### src/rtl/pipe_hazard_ctrl.sv
// Purpose : pipeline sequencing for a 5-stage core (load-use stall, branch squash, dmem wait, halt drain).
// Latency : outputs are combinational from the state register and the current inputs; state updates on the next clk.
// Backpress: mem_busy freezes every inter-stage register and the PC until the data memory is ready.
//
// Ports:
//   clk, rst (sync, active-low)
//   dec_*     decode-stage operand indices/usage and halt flag
//   ex_*      execute-stage load/write info and taken-branch flush
//   mem_busy  data memory not ready; wb_halt halt reached writeback
//   pc_en, fd_en, fd_flush, de_en, de_bubble, em_en, mw_en  pipeline register controls
//   halted    processor halted (sticky until reset)
//   stall_cnt, flush_cnt  saturating performance counters
//
// Build option: define PIPE_PERF_CNT_EN to build the performance counters;
// without it both counter ports read 0 and no counter flops exist.
module pipe_hazard_ctrl #(
  parameter int CNT_W     = 16,
  parameter int DRAIN_CYC = 3
) (
  input  logic             clk,
  input  logic             rst,
  input  logic [2:0]       dec_rqrd,
  input  logic [2:0]       dec_rs,
  input  logic             dec_use_rqrd,
  input  logic             dec_use_rs,
  input  logic             dec_halt,
  input  logic             ex_mem_read,
  input  logic             ex_write_en,
  input  logic [2:0]       ex_write_reg,
  input  logic             ex_flush,
  input  logic             mem_busy,
  input  logic             wb_halt,
  output logic             pc_en,
  output logic             fd_en,
  output logic             fd_flush,
  output logic             de_en,
  output logic             de_bubble,
  output logic             em_en,
  output logic             mw_en,
  output logic             halted,
  output logic [CNT_W-1:0] stall_cnt,
  output logic [CNT_W-1:0] flush_cnt
);

  typedef enum logic [2:0] {
    S_RUN      = 3'd0,
    S_LU_STALL = 3'd1,
    S_MEM_WAIT = 3'd2,
    S_DRAIN    = 3'd3,
    S_HALTED   = 3'd4
  } state_t;

  // Drain counter must be able to hold DRAIN_CYC+1 (watchdog limit).
  localparam int              DW        = $clog2(DRAIN_CYC + 2);
  localparam logic [DW-1:0]   DRAIN_LIM = DW'(DRAIN_CYC + 1);

  state_t        state, state_nxt;
  logic [DW-1:0] drain_cnt, drain_cnt_nxt, drain_inc;
  logic          lu;
  logic          stall_evt;
  logic          flush_evt;

  // Load-use: the only hazard forwarding cannot cover.
  assign lu = ex_mem_read & ex_write_en &
              ((dec_use_rqrd & (dec_rqrd == ex_write_reg)) |
               (dec_use_rs   & (dec_rs   == ex_write_reg)));

  assign drain_inc = drain_cnt + 1'b1;

  // State register
  always_ff @(posedge clk) begin
    if (!rst) begin
      state     <= S_RUN;
      drain_cnt <= '0;
    end else begin
      state     <= state_nxt;
      drain_cnt <= drain_cnt_nxt;
    end
  end

  // Next-state logic. RUN, LU_STALL and MEM_WAIT (once memory is ready)
  // all evaluate the same priority chain: mem_busy > ex_flush > lu > dec_halt.
  always_comb begin
    state_nxt     = state;
    drain_cnt_nxt = '0;
    stall_evt     = 1'b0;
    flush_evt     = 1'b0;
    case (state)
      S_RUN, S_LU_STALL, S_MEM_WAIT: begin
        if (mem_busy) begin
          state_nxt = S_MEM_WAIT;
          stall_evt = 1'b1;
        end else if (ex_flush) begin
          // Flush squashes the decode instruction, so a coincident lu or halt is dropped.
          state_nxt = S_RUN;
          flush_evt = 1'b1;
        end else if (lu) begin
          state_nxt = S_LU_STALL;
          stall_evt = 1'b1;
        end else if (dec_halt) begin
          state_nxt = S_DRAIN;
        end else begin
          state_nxt = S_RUN;
        end
      end
      S_DRAIN: begin
        drain_cnt_nxt = drain_cnt;
        if (!mem_busy) begin
          if (ex_flush) begin
            // Halt was on the wrong path.
            state_nxt     = S_RUN;
            flush_evt     = 1'b1;
            drain_cnt_nxt = '0;
          end else if (wb_halt) begin
            state_nxt     = S_HALTED;
            drain_cnt_nxt = '0;
          end else begin
            drain_cnt_nxt = drain_inc;
            // Watchdog: halt never showed up in writeback.
            if (drain_inc == DRAIN_LIM) state_nxt = S_HALTED;
          end
        end
      end
      S_HALTED: state_nxt = S_HALTED;
      default:  state_nxt = S_RUN;
    endcase
  end

  // Output logic
  always_comb begin
    pc_en     = 1'b0;
    fd_en     = 1'b0;
    fd_flush  = 1'b0;
    de_en     = 1'b0;
    de_bubble = 1'b0;
    em_en     = 1'b0;
    mw_en     = 1'b0;
    halted    = 1'b0;
    if (!rst) begin
      fd_flush  = 1'b1;
      de_bubble = 1'b1;
    end else begin
      case (state)
        S_RUN, S_LU_STALL, S_MEM_WAIT: begin
          if (!mem_busy) begin
            pc_en = 1'b1;
            fd_en = 1'b1;
            de_en = 1'b1;
            em_en = 1'b1;
            mw_en = 1'b1;
            if (ex_flush) begin
              fd_flush  = 1'b1;
              de_bubble = 1'b1;
            end else if (lu) begin
              // Hold PC and fetch/decode, insert one bubble into execute.
              pc_en     = 1'b0;
              fd_en     = 1'b0;
              de_bubble = 1'b1;
            end
          end
        end
        S_DRAIN: begin
          // A frozen drain leaves every register untouched, flush included.
          if (!mem_busy) begin
            fd_en    = 1'b1;
            fd_flush = 1'b1;
            de_en    = 1'b1;
            em_en    = 1'b1;
            mw_en    = 1'b1;
            if (ex_flush) begin
              // PC must load the branch target.
              pc_en     = 1'b1;
              de_bubble = 1'b1;
            end
          end
        end
        S_HALTED: halted = 1'b1;
        default: ;
      endcase
    end
  end

`ifdef PIPE_PERF_CNT_EN
  logic [CNT_W-1:0] stall_q, flush_q;

  always_ff @(posedge clk) begin
    if (!rst) begin
      stall_q <= '0;
      flush_q <= '0;
    end else begin
      if (stall_evt && (stall_q != '1)) stall_q <= stall_q + 1'b1;
      if (flush_evt && (flush_q != '1)) flush_q <= flush_q + 1'b1;
    end
  end

  assign stall_cnt = stall_q;
  assign flush_cnt = flush_q;
`else
  logic unused_evt;
  assign unused_evt = stall_evt ^ flush_evt;
  assign stall_cnt  = '0;
  assign flush_cnt  = '0;
`endif

endmodule
### config.mk
export PLATFORM = sky130hd
export DESIGN_NAME = pipe_hazard_ctrl
export DESIGN_NICKNAME = d
export VERILOG_FILES = /design/src/rtl/pipe_hazard_ctrl.sv
export SDC_FILE = /design/constraint.sdc
export NUM_CORES = 1
export LEC_CHECK = 0
export BUFFER_PORTS_ARGS = -buffer_cell sky130_fd_sc_hd__clkbuf_2
export CAP_MARGIN = 20
export CELL_PAD_IN_SITES_DETAIL_PLACEMENT = 0
export CELL_PAD_IN_SITES_GLOBAL_PLACEMENT = 2
export CORE_MARGIN = 4
export CORE_UTILIZATION = 18
export CTS_CLUSTER_SIZE = 40
export DETAILED_ROUTE_END_ITERATION = 10
export PLACE_DENSITY = 0.75
export SLEW_MARGIN = 10
export SYNTH_ARGS = -nofsm -noshare
export SYNTH_HDL_FRONTEND = slang
export SYNTH_SLANG_ARGS = --single-unit
export TNS_END_PERCENT = 100
### constraint.sdc
create_clock -name clk -period 1.9 [get_ports clk]
set_input_delay 0 -clock clk [delete_from_list [all_inputs] [get_ports clk]]
set_output_delay 0 -clock clk [all_outputs]
set_load 0.005 [all_outputs]
Yosys cells after proc, flatten, opt, wreduce, memory -nomap -nowiden
Cells that the tools add are included.

operators by class
  add/sub/neg operators = 1
  eq/ne operators = 9
  mux-type cells = 32
  bitwise operators = 5
  reduce and logical (&&, ||, !) cells = 5

operators with widths
  kind                                                             count
  3-bit 2-to-1 mux                                                 6
  1-bit 2-to-1 mux                                                 17
  3-bit case mux with 3 select lines                               1
  2-bit 2-to-1 mux                                                 4
  1-bit case mux with 2 select lines                               4
  3-bit by 2-bit == test with 1-bit output, second input constant  2
  3-bit == test                                                    2
  3-bit == test, second input constant                             2
  1-bit AND                                                        4
  4-bit inequality test, second input constant                     1
  2-bit AND reduction                                              2
  4-bit OR reduction                                               1
  3-bit by 1-bit adder with 3-bit output, second input constant    1
  3-bit by 1-bit == test with 1-bit output, second input constant  1
  3-bit logical NOT                                                1
  3-bit OR reduction                                               1
  2-bit inequality test, second input constant                     1
  1-bit bitwise OR                                                 1

storage, ports and cells
  register bits = 6
  input port bits = 19
  output and inout bits = 40
  word-level logic and storage cells = 54

Depth between registers and ports, before layout
Gate-level depths: netlist of the first run.

  depth in word-level cells = 9
  depth in mapped cells = 5

Least setup slack after synthesis of the first run
OpenSTA, ideal clock, no wires.

  path kind = reg2reg
  start point = register drain_cnt[0]
  end point = register state[0]
  library setup time = 0.116 ns
  data arrival time = 1.262 ns
  path slack = 0.522 ns
  stages on the path, launching flop included = 6
  clock period less this slack = 1.378 ns
  cells stage by stage = dfxtp_1 > ha_1 > xor2_1 > nand3_1 > a32o_1 > a31o_2

on the way
  longest elaborated chain between the ends = 4

ends and longest elaborated chain
  element                                 line  text
  start, declared                         58    logic [DW-1:0] drain_cnt, drain_cnt_nxt, drain_inc;
  start signal, assigned                  77    drain_cnt <= drain_cnt_nxt;
  3-bit by 1-bit adder with 3-bit output  68    assign drain_inc = drain_cnt + 1'b1;
  3-bit == test                           120   if (drain_inc == DRAIN_LIM) state_nxt = S_HALTED;
  4-bit inequality test (no line)         --
  2-bit AND reduction (no line)           --
  end signal, assigned                    76    state <= state_nxt;
  end, declared                           57    state_t state, state_nxt;

Every way passes these cells.
A chain may end at the register's enable or synchronous reset.

Worst setup path in the final report of the first run
Ends and elaborated chain as after synthesis.

==> run summary, run 1 <==
Drt wl/cell -> 9.40 um
Drt pass-1 iters -> 2
Reg2reg setup slack -> 0.42 ns
Post-CTS Setup Inserts -> 0
Setup WS post-layout -> 0.424 ns
Synth-to-layout area growth -> 11.4%
Static Leak -> 0.431 nW
CP peak stage delay -> 0.38 ns
CTS Buf Count -> 3
Power Total -> 421 uW
Max Slew Vio Count -> 0
Top-count cell post-synth -> buf_4
Largest net degree at the start of global routing -> 12
RR Endpoint -> state[0]
Post-Syn Area -> 734 um^2
Required @ worst endpoint -> 2.02 ns
Rows -> 22
Overall routing resource usage -> 5.95%
Number of warning messages in the yosys log -> 0
Floorplan core area -> 3800 um^2
Pre-CTS WS -> 0.424 ns
DR DRC count -> 0
Cells taking the most area after synthesis -> buf_4 35%, dfxtp_1 16%, xnor2_1 7.2%, a21oi_1 4.1%, nor2_1 4.1%
Largest area contributor in the netlist -> buf_4
Most frequent cells after synthesis -> 34 x buf_4, 8 x nor2_1, 6 x a21oi_1, 6 x dfxtp_1, 6 x xnor2_1
Starting Density -> 19.3%
First-pass GRT wire length -> 2.43 mm
Die W -> 71.9 um
Vias in the first global route -> 581
Crit end category -> flop
RSZ-0062 raised after global routing -> no
Syn avg cell area -> 7.42 um^2
Final setup fails -> 0
Compound-cell area share of the yosys netlist -> 16.4%
MaxCap Viol Count -> 0
# diodes -> 0
Startpoint types -> flop
Tmin final -> 1.48 ns
Port Buffers -> 26
Hold path depth -> 3
RD Place Congestion -> 0.830
Hold WC Path Type -> in2reg
Dpl hpwl -> 1.43 mm
Die Height -> 71.9 um
Main combinational cell family by area after synthesis -> buffers and inverters
Worst skew pair latency -> 0.22 ns
Synth Register Bits -> 6
Cell count after synthesis -> 99
HP Start -> dec_halt
Count of cell types in the netlist -> 29
Post-synthesis mux area share -> 0%
Crit-path leading delay family -> compound AO/OA/AOI/OAI gates
Adder-cell area share of the yosys netlist -> 3.41%
Grt total ovfl -> 0
Total Wirelength -> 1.61 mm
H-Tree Depth -> 1
Status -> finished clean
Most used DFF post-synth -> dfxtp_1
Yosys top cell area share -> 34.8%
Initial DRC Count -> 20
Async set-reset flop share out of synthesis -> 0%
Final hold violations -> 0
Seq/Total Area, Yosys -> 16.4%
Worst Path Buf+Inv -> 0
Peak supply drop -> 0.170 mV
CP max-delay cell -> dfxtp_1
Critical-path maximum fanout -> 4
WHS Endpoint -> state[0]
CTS resizes -> 0
I/O Pins -> 59
Maximum clock rate -> 678 MHz
Simple-Gate Fraction of Synth Area -> 17.0%
CTS tree -> built
Ratio of final minimum period to clock period -> 77.7%
CTS Hold Bufs -> 0
Drt via density -> 3.83
Critical Path AT -> 1.59 ns
Post-synth EDFFs -> 0
Nets -> 146
Clock Sinks -> 6
Fraction of synthesized cell area in xor and xnor cells -> 8.35%
Clk_skew -> 0.00410 ns
Crit Path Class -> reg2reg
Critical Path, Cell by Cell -> ha_1 > xor2_1 > nand3_1 > a32o_1 > a31o_2
Worst r2r path cells -> 5
Layout cells sized above 1 -> 26.0%
Vias -> 655
CTS clk-pin slew, worst paths -> 0.04 ns
Maximum clock insertion buffer count -> 2
Initial antenna violation count -> 0
Pwr dens -> 515 nW/um^2
ANT nets after route -> 0
Crit Reg-Reg Startpoint -> drain_cnt[0]
CTS root buf -> clkbuf_8
Die area -> 5170 um^2
Utilization of the core after routing -> 21.5%
Setup tns final -> 0 ns
-- worst register-to-register path: stages (launching register included) --
cell and delay [ns]:
dfxtp_1 0.38, ha_1 0.21, xor2_1 0.19, nand3_1 0.13, a32o_1 0.26, a31o_2 0.21
-- worst max-delay path by stage --
stage	slack [ns]	start	endpoint	depth (start not counted)
finish	0.42	drain_cnt[0]	state[0]	5
global route	0.32	drain_cnt[0]	state[0]	5
CTS	0.42	drain_cnt[0]	state[0]	5
detailed placement	0.42	drain_cnt[0]	state[0]	5
global placement	0.46	drain_cnt[0]	state[0]	5
floorplan	0.52	drain_cnt[0]	state[0]	5
-- kinds of logic (layout without fill, tap and decap cells) --
kind of cell | Yosys count | after routing
adder cells (fa/ha/maj) | 2 | 2
AO/OA/AOI/OAI | 18 | 18
other | 1 | 32
XOR/XNOR | 7 | 7
buffers and inverters | 40 | 33
flip-flops | 6 | 6
AND/OR/NAND/NOR | 25 | 25
-- metrics by stage --
stage	cells	hold slack (ns)	area [um^2]
2_1_floorplan	130	0.0570	851
3_3_place_gp	168	0.308	777
3_5_place_dp	168	0.304	777
4_1_cts	171	0.102	818
5_1_grt	171	0.112	818
6_report	171	0.107	818
-- state kept, by name, indices dropped and copies added, names as in the netlist --
register and flops:
drain_cnt 3, state 3
-- cells in the final DEF (no fill, tap or decap), types with 3 or more instances in the layout --
master,n
a21oi_1,6
clkbuf_2,26
clkbuf_8,3
conb_1,32
dfxtp_1,6
inv_1,4
nand2_1,5
nor2_1,8
o21ai_0,3
xnor2_1,6
-- power by group --
part / internal, mW / switching [mW]
Sequential: 0.129 / 0.00267
Combinational: 0.0391 / 0.0562
Clock: 0.136 / 0.0578
-- final cells by class --
class                           instances  area [um^2]
Timing Repair Buffer                   26          130
Sequential cell                         6          120
Fill cell                             446         2980
Clock buffer                            3         41.3
Tap cell                               48         60.1
Multi-Input combinational cell         84          452
Inverter                                4         15.0
-- routing by layer --
| layer | up-vias | share of wire, % | track usage (%) |
|---|---|---|---|
| met5 | - | 0 | 0 |
| met4 | 0 | 2.7 | 5.01 |
| met3 | 4 | 12 | 1.54 |
| met2 | 41 | 49 | 9.90 |
| met1 | 291 | 36 | 6.21 |
| li1 | 319 | - | - |
Power figures use the tool's default switching activity.
==> run 2, diff against run 1 <==
ABC_AREA = 1   (was unset)
CORE_UTILIZATION = 16   (was 18)
PLACE_DENSITY = 0.72   (was 0.75)
clock period = 1.3 ns   (was 1.9 ns; I/O delays follow)
==> run summary, run 2 <==
Clk_skew -> 0.000562 ns (-0.00354 ns)
Commonest non-fill, non-tap cell in the layout -> nand2_1
Max Slew Vio Count -> 0 (unchanged)
Final hold violations -> 0 (unchanged)
Cell count after synthesis -> 132 (+33%)
Total Wirelength -> 1.56 mm (-2.9%)
Switching part of the total power -> 27.3% (-0.43 points)
DP Cell Count -> 222 (+32%)
# diodes -> 0 (unchanged)
Maximum clock insertion buffer count -> 2 (unchanged)
Pint -> 443 uW (+45%)
Ratio of final minimum period to clock period -> 89.9% (+12 points)
Post-synth EDFFs -> 0 (unchanged)
Seq pwr share -> 31.5% (+0.2 points)
Hold WC Path Type -> in2reg
Pwr dens -> 662 nW/um^2 (+28%)
Reg2reg setup slack -> 0.13 ns (-0.29 ns)
Tmin final -> 1.17 ns (-0.307 ns)
Layout cells sized above 1 -> 26.6% (+0.57 points)
Maximum clock rate -> 855 MHz (+26%)
Clock share of power -> 43.9% (-2.2 points)
Drt pass-1 iters -> 4 (+2)
Crit Path Class -> reg2reg
Floorplan core area -> 4790 um^2 (+26%)
Synth Register Bits -> 6 (unchanged)
Number of warning messages in the yosys log -> 0 (unchanged)
Vias in the first global route -> 634 (+9.1%)
ANT nets after route -> 0 (unchanged)
Async set-reset flop share out of synthesis -> 0% (unchanged)
RD Place Congestion -> 0.691 (-17%)
Multi-input logic area -> 468 um^2 (+3.6%)
Die area -> 6180 um^2 (+20%)
Die W -> 78.6 um (+9.4%)
Status -> finished clean
Setup tns final -> 0 ns (unchanged)
Psw -> 166 uW (+42%)
RSZ-0062 raised after global routing -> no
CTS root buf -> clkbuf_8
CP peak stage delay -> 0.36 ns (-0.02 ns)
Nets -> 181 (+24%)
H-Tree Depth -> 1 (unchanged)
Most used DFF post-synth -> dfxtp_1
Synth-to-layout area growth -> 15.2%
Seq/Total Area, Yosys -> 15.0% (-1.3 points)
Initial DRC Count -> 11 (-45%)
Post-CTS Setup Inserts -> 0 (unchanged)
Initial antenna violation count -> 0 (unchanged)
Startpoint types -> flop
Rows -> 25 (+14%)
Die Height -> 78.6 um (+9.4%)
Largest net degree at the start of global routing -> 6 (-6)
MaxCap Viol Count -> 0 (unchanged)
CTS clk-pin slew, worst paths -> 0.03 ns (about the same)
Yosys top cell area share -> 32.0% (-2.8 points)
First-pass GRT wire length -> 2.39 mm (-1.7%)
I/O Pins -> 59 (unchanged)
Peak supply drop -> 0.243 mV (+43%)
Count of cell types in the netlist -> 20 (-31%)
Drt wl/cell -> 6.94 um (-26%)
CP dominant cell by count -> nand2_1
Fin Hold WS -> 0.0917 ns (-0.0155 ns)
Worst skew pair latency -> 0.22 ns (about the same)
DR DRC count -> 0 (unchanged)
Combinational Power Share -> 24.6% (+2.0 points)
Top Registers -> drain_cnt (3), state (3)
Port Buffers -> 26 (unchanged)
Largest area contributor in the netlist -> buf_4
Overall routing resource usage -> 4.75% (-1.2 points)
Post-Syn Area -> 798 um^2 (+8.7%)
FF+latch area -> 120 um^2 (unchanged)
Final setup fails -> 0 (unchanged)
Power Total -> 609 uW (+44%)
Required @ worst endpoint -> 1.40 ns (-0.62 ns)
Critical-path maximum fanout -> 4 (unchanged)
Critical Path, Cell by Cell -> ha_1 > xor2_1 > nand2_1 > nand2_1 > o21ai_2 > inv_2 > a21oi_2
Syn avg cell area -> 6.05 um^2 (-18%)
Vias -> 717 (+9.5%)
Grt total ovfl -> 0 (unchanged)
Filler cells -> 582 (+30%)
Cells taking the most area after synthesis -> buf_4 32%, nand2_1 17%, dfxtp_1 15%, inv_1 8.0%, nor2_1 6.6%
Critical Path AT -> 1.27 ns (-0.32 ns)
Top-count cell post-synth -> nand2_1
Hold path depth -> 3 (unchanged)
Worst r2r path cells -> 7 (+2)
Clock Sinks -> 6 (unchanged)
Drt via density -> 3.19 (-17%)
Static Leak -> 0.560 nW (+30%)
Most frequent cells after synthesis -> 37 x nand2_1, 34 x buf_4, 17 x inv_1
Dpl hpwl -> 1.45 mm (+1.7%)
Most frequent cells in the layout -> 37 x nand2_1, 32 x conb_1, 26 x clkbuf_2
CP max-delay cell -> dfxtp_1
Starting Density -> 16.7% (-2.7 points)
Crit end category -> flop
CTS Buf Count -> 3 (unchanged)
Final cell count without fillers -> 225 (+32%)
CTS tree -> built
## run 2: cell types whose count changed after synthesis, sizes merged, moves of 2 or more
cell,delta
a21oi,-2
and3,-2
inv,+15
nand2,+35
nand4,-2
nor2,+7
xnor2,-6
## run 2: metal layers
layer,track usage [%],up-vias,routed length [um]
met5,0,-,0
met4,1.05,0,0
met3,1.95,0,222
met2,8.83,39,749
met1,4.93,299,591
li1,-,379,-
## run 2: what timing repair did
item,CTS,global route
endpoints found under the setup margin,0,5
hold buffers,0,0
gates resized for setup,0,2
## run 2: cell type report
type,count,share of cell area (%)
clock buffer,3,4.49
inverter,20,8.30
multi-input combinational,103,50.9
sequential,6,13.1
tap,67,9.12
timing repair buffer,26,14.1
## run 2: power groups by stage
stage / combinational, mW / clock [mW] / sequential (mW)
3_5_place_dp: 0.148 / 0 / 0.194
6_report: 0.150 / 0.267 / 0.192
3_3_place_gp: 0.150 / 0 / 0.194
2_1_floorplan: 0.161 / 0 / 0.194
5_1_grt: 0.175 / 0.297 / 0.192
4_1_cts: 0.149 / 0.277 / 0.192
## run 2: kinds of logic after synthesis
logic type / count (synthesis) / synth area share [%]
AO/OA/AOI/OAI: 10 / 9.09
XOR/XNOR: 1 / 1.10
adder cells (fa/ha/maj): 2 / 3.13
buffers and inverters: 54 / 41.5
flip-flops: 6 / 15.0
other: 1 / 0.470
AND/OR/NAND/NOR: 58 / 29.6
## run 2: path summary, 6_finish.rpt
check / from / end
worst max-delay path: drain_cnt[0] / state[1]
worst min-delay path: mem_busy / drain_cnt[2]
worst max register to register: drain_cnt[0] / state[1]
worst min register to register: drain_cnt[2] / drain_cnt[2]
## run 2: worst max-delay path, delay by kind of cell (launching register included)
kind,cells,cell delay [ns]
AO/OA/AOI/OAI,2,0.11
AND/OR/NAND/NOR,2,0.15
buffers and inverters,1,0.07
XOR/XNOR,1,0.18
adder cells (fa/ha/maj),1,0.17
flip-flops,1,0.36
## run 2: metrics by stage
step	util [%]	setup WS, ns	cell area (um^2)
after detailed placement	18.2	0.129	873
final	19.2	0.131	920
after CTS	19.1	0.0169	915
after floorplan	-	0.205	915
after global placement	18.2	0.157	873
after global routing	19.2	0.0161	920
==> run 3, diff against run 2 <==
CORE_ASPECT_RATIO = 0.6   (was unset)
CORE_MARGIN = unset   (was 4)
SKIP_LAST_GASP = 1   (was unset)
==> run summary, run 3 (same netlist as run 2, synthesis figures left out) <==
CP max-delay cell -> dfxtp_2
CTS Hold Bufs -> 0 (unchanged)
CTS tree -> built
Tmin final -> 1.17 ns (+0.00173 ns)
# diodes -> 0 (unchanged)
Total Wirelength -> 1.54 mm (-1.5%)
Clk_skew -> 0.00202 ns (+0.00146 ns)
Vias -> 686 (-4.3%)
Critical-path maximum fanout -> 4 (unchanged)
Vias in the first global route -> 615 (-3.0%)
Initial DRC Count -> 8 (-3)
Post-route cell area -> 933 um^2 (+1.5%)
Max Slew Vio Count -> 0 (unchanged)
Maximum clock rate -> 854 MHz (-0.15%)
MaxCap Viol Count -> 0 (unchanged)
Pre-CTS WS -> 0.131 ns (+0.00228 ns)
First-pass GRT wire length -> 2.62 mm (+9.8%)
Die Height -> 56.7 um (-28%)
Combinational Power Share -> 24.7% (about the same)
Synth-to-layout area growth -> 16.9%
Die area -> 5290 um^2 (-15%)
DP Cell Count -> 218 (-1.8%)
Rows -> 19 (-24%)
Switching part of the total power -> 27.8% (+0.52 points)
Layout cells sized above 1 -> 28.9% (+2.3 points)
Nets -> 182 (+0.55%)
Largest net degree at the start of global routing -> 6 (unchanged)
Critical Path AT -> 1.27 ns (about the same)
Starting Density -> 17.0% (+0.37 points)
Worst skew pair latency -> 0.22 ns (about the same)
CP peak stage delay -> 0.33 ns (-0.03 ns)
Maximum clock insertion buffer count -> 2 (unchanged)
Static Leak -> 0.568 nW (+1.3%)
Dpl hpwl -> 1.39 mm (-4.2%)
Final setup fails -> 0 (unchanged)
Peak supply drop -> 0.229 mV (-5.9%)
Floorplan core area -> 4680 um^2 (-2.1%)
Final cell count without fillers -> 222 (-1.3%)
Reg2reg setup slack -> 0.13 ns (about the same)
Crit end category -> flop
CTS clk-pin slew, worst paths -> 0.04 ns (about the same)
Ratio of final minimum period to clock period -> 90.1% (+0.13 points)
Port Buffers -> 26 (unchanged)
Grt total ovfl -> 0 (unchanged)
Initial antenna violation count -> 0 (unchanged)
Psw -> 171 uW (+2.9%)
Critical Path, Cell by Cell -> ha_1 > xor2_1 > nand2_1 > nand2_1 > o21ai_2 > inv_2 > a21oi_2
Required @ worst endpoint -> 1.40 ns (about the same)
CP dominant cell by count -> nand2_1
Placed Area -> 868 um^2 (-0.57%)
CTS Buf Count -> 3 (unchanged)
Utilization of the core after routing -> 19.9% (+0.71 points)
I/O Pins -> 59 (unchanged)
Most frequent cells in the layout -> 36 x nand2_1, 32 x conb_1, 26 x clkbuf_2
Clock share of power -> 44.0% (about the same)
CTS root buf -> clkbuf_8
H-Tree Depth -> 1 (unchanged)
DR DRC count -> 0 (unchanged)
Overall routing resource usage -> 6.34% (+1.6 points)
Setup WS post-layout -> 0.129 ns (-0.00173 ns)
Hold WC Path Type -> in2reg
Status -> finished clean
Crit Path Class -> reg2reg
Pint -> 444 uW (+0.22%)
Filler cells -> 551 (-5.3%)
ANT nets after route -> 0 (unchanged)
Die W -> 93.2 um (+19%)
Startpoint types -> flop
FF+latch area -> 121 um^2 (+1.0%)
Multi-input logic area -> 478 um^2 (+2.1%)
RD Place Congestion -> 0.759 (+9.8%)
Drt via density -> 3.09 (-3.0%)
RSZ-0062 raised after global routing -> yes
Drt pass-1 iters -> 2 (-2)
Final hold violations -> 0 (unchanged)
Drt wl/cell -> 6.93 um (-0.14%)
Clock Sinks -> 6 (unchanged)
Pwr dens -> 658 nW/um^2 (-0.55%)
Top Registers -> drain_cnt (3), state (3)
Seq pwr share -> 31.2% (-0.3 points)
Commonest non-fill, non-tap cell in the layout -> nand2_1
-- run 3: changes by cell type in the layout (fill, tap and decap cells not counted) --
cell	previous run	this run
buf_4	0	1
dfxtp_1	6	5
dfxtp_2	0	1
nand2_1	37	36
nand2_2	3	4
nor2_1	12	11
nor2_4	1	2
-- run 3: area by class of cell --
class / count / area share [%]
multi-input combinational: 103 / 51.2
timing repair buffer: 27 / 14.7
sequential: 6 / 13.0
tap: 63 / 8.45
clock buffer: 3 / 4.42
inverter: 20 / 8.18
-- run 3: critical path: cells and delay by family (launching register included) --
| kind | cells | cell delay [ns] |
|---|---|---|
| compound gates | 2 | 0.12 |
| xor+xnor | 1 | 0.19 |
| fa+ha+maj | 1 | 0.20 |
| buf+inv | 1 | 0.07 |
| flops | 1 | 0.33 |
| simple gates | 2 | 0.15 |
-- run 3: per-layer routing --
layer	global-route usage, %	vias to the layer above	part of all wire (%)
met2	9.24	25	44
met3	2.71	0	5.9
met1	8.85	279	50
li1	-	382	-
met5	0	-	0
met4	0.659	0	0
-- run 3: worst paths after layout --
path,startpoint,endpoint,depth (start not counted)
max,drain_cnt[0],state[0],7
min,mem_busy,drain_cnt[2],3
max reg2reg,drain_cnt[0],state[0],7
min reg2reg,drain_cnt[0],drain_cnt[0],1
-- run 3: timing repair --
action	in CTS	in global routing
setup endpoints to repair	1	6
gates resized for setup	1	5
pin swaps	0	0
setup buffers	0	1
-- run 3: through the flow --
step	hold WS [ns]	TNS (ns)	total power, mW
floorplan	0.0454	0	0.355
global placement	0.314	0	0.345
detailed placement	0.306	0	0.343
CTS	0.0736	0	0.620
global route	0.0931	-0.0384	0.665
finish	0.0793	0	0.614
-- run 3: power by group through the flow --
stage | Clock, mW | Combinational, mW | Sequential (mW)
after floorplan | 0 | 0.161 | 0.194
after global placement | 0 | 0.150 | 0.194
after detailed placement | 0 | 0.149 | 0.195
after CTS | 0.278 | 0.150 | 0.192
after global routing | 0.293 | 0.179 | 0.193
final | 0.270 | 0.152 | 0.192
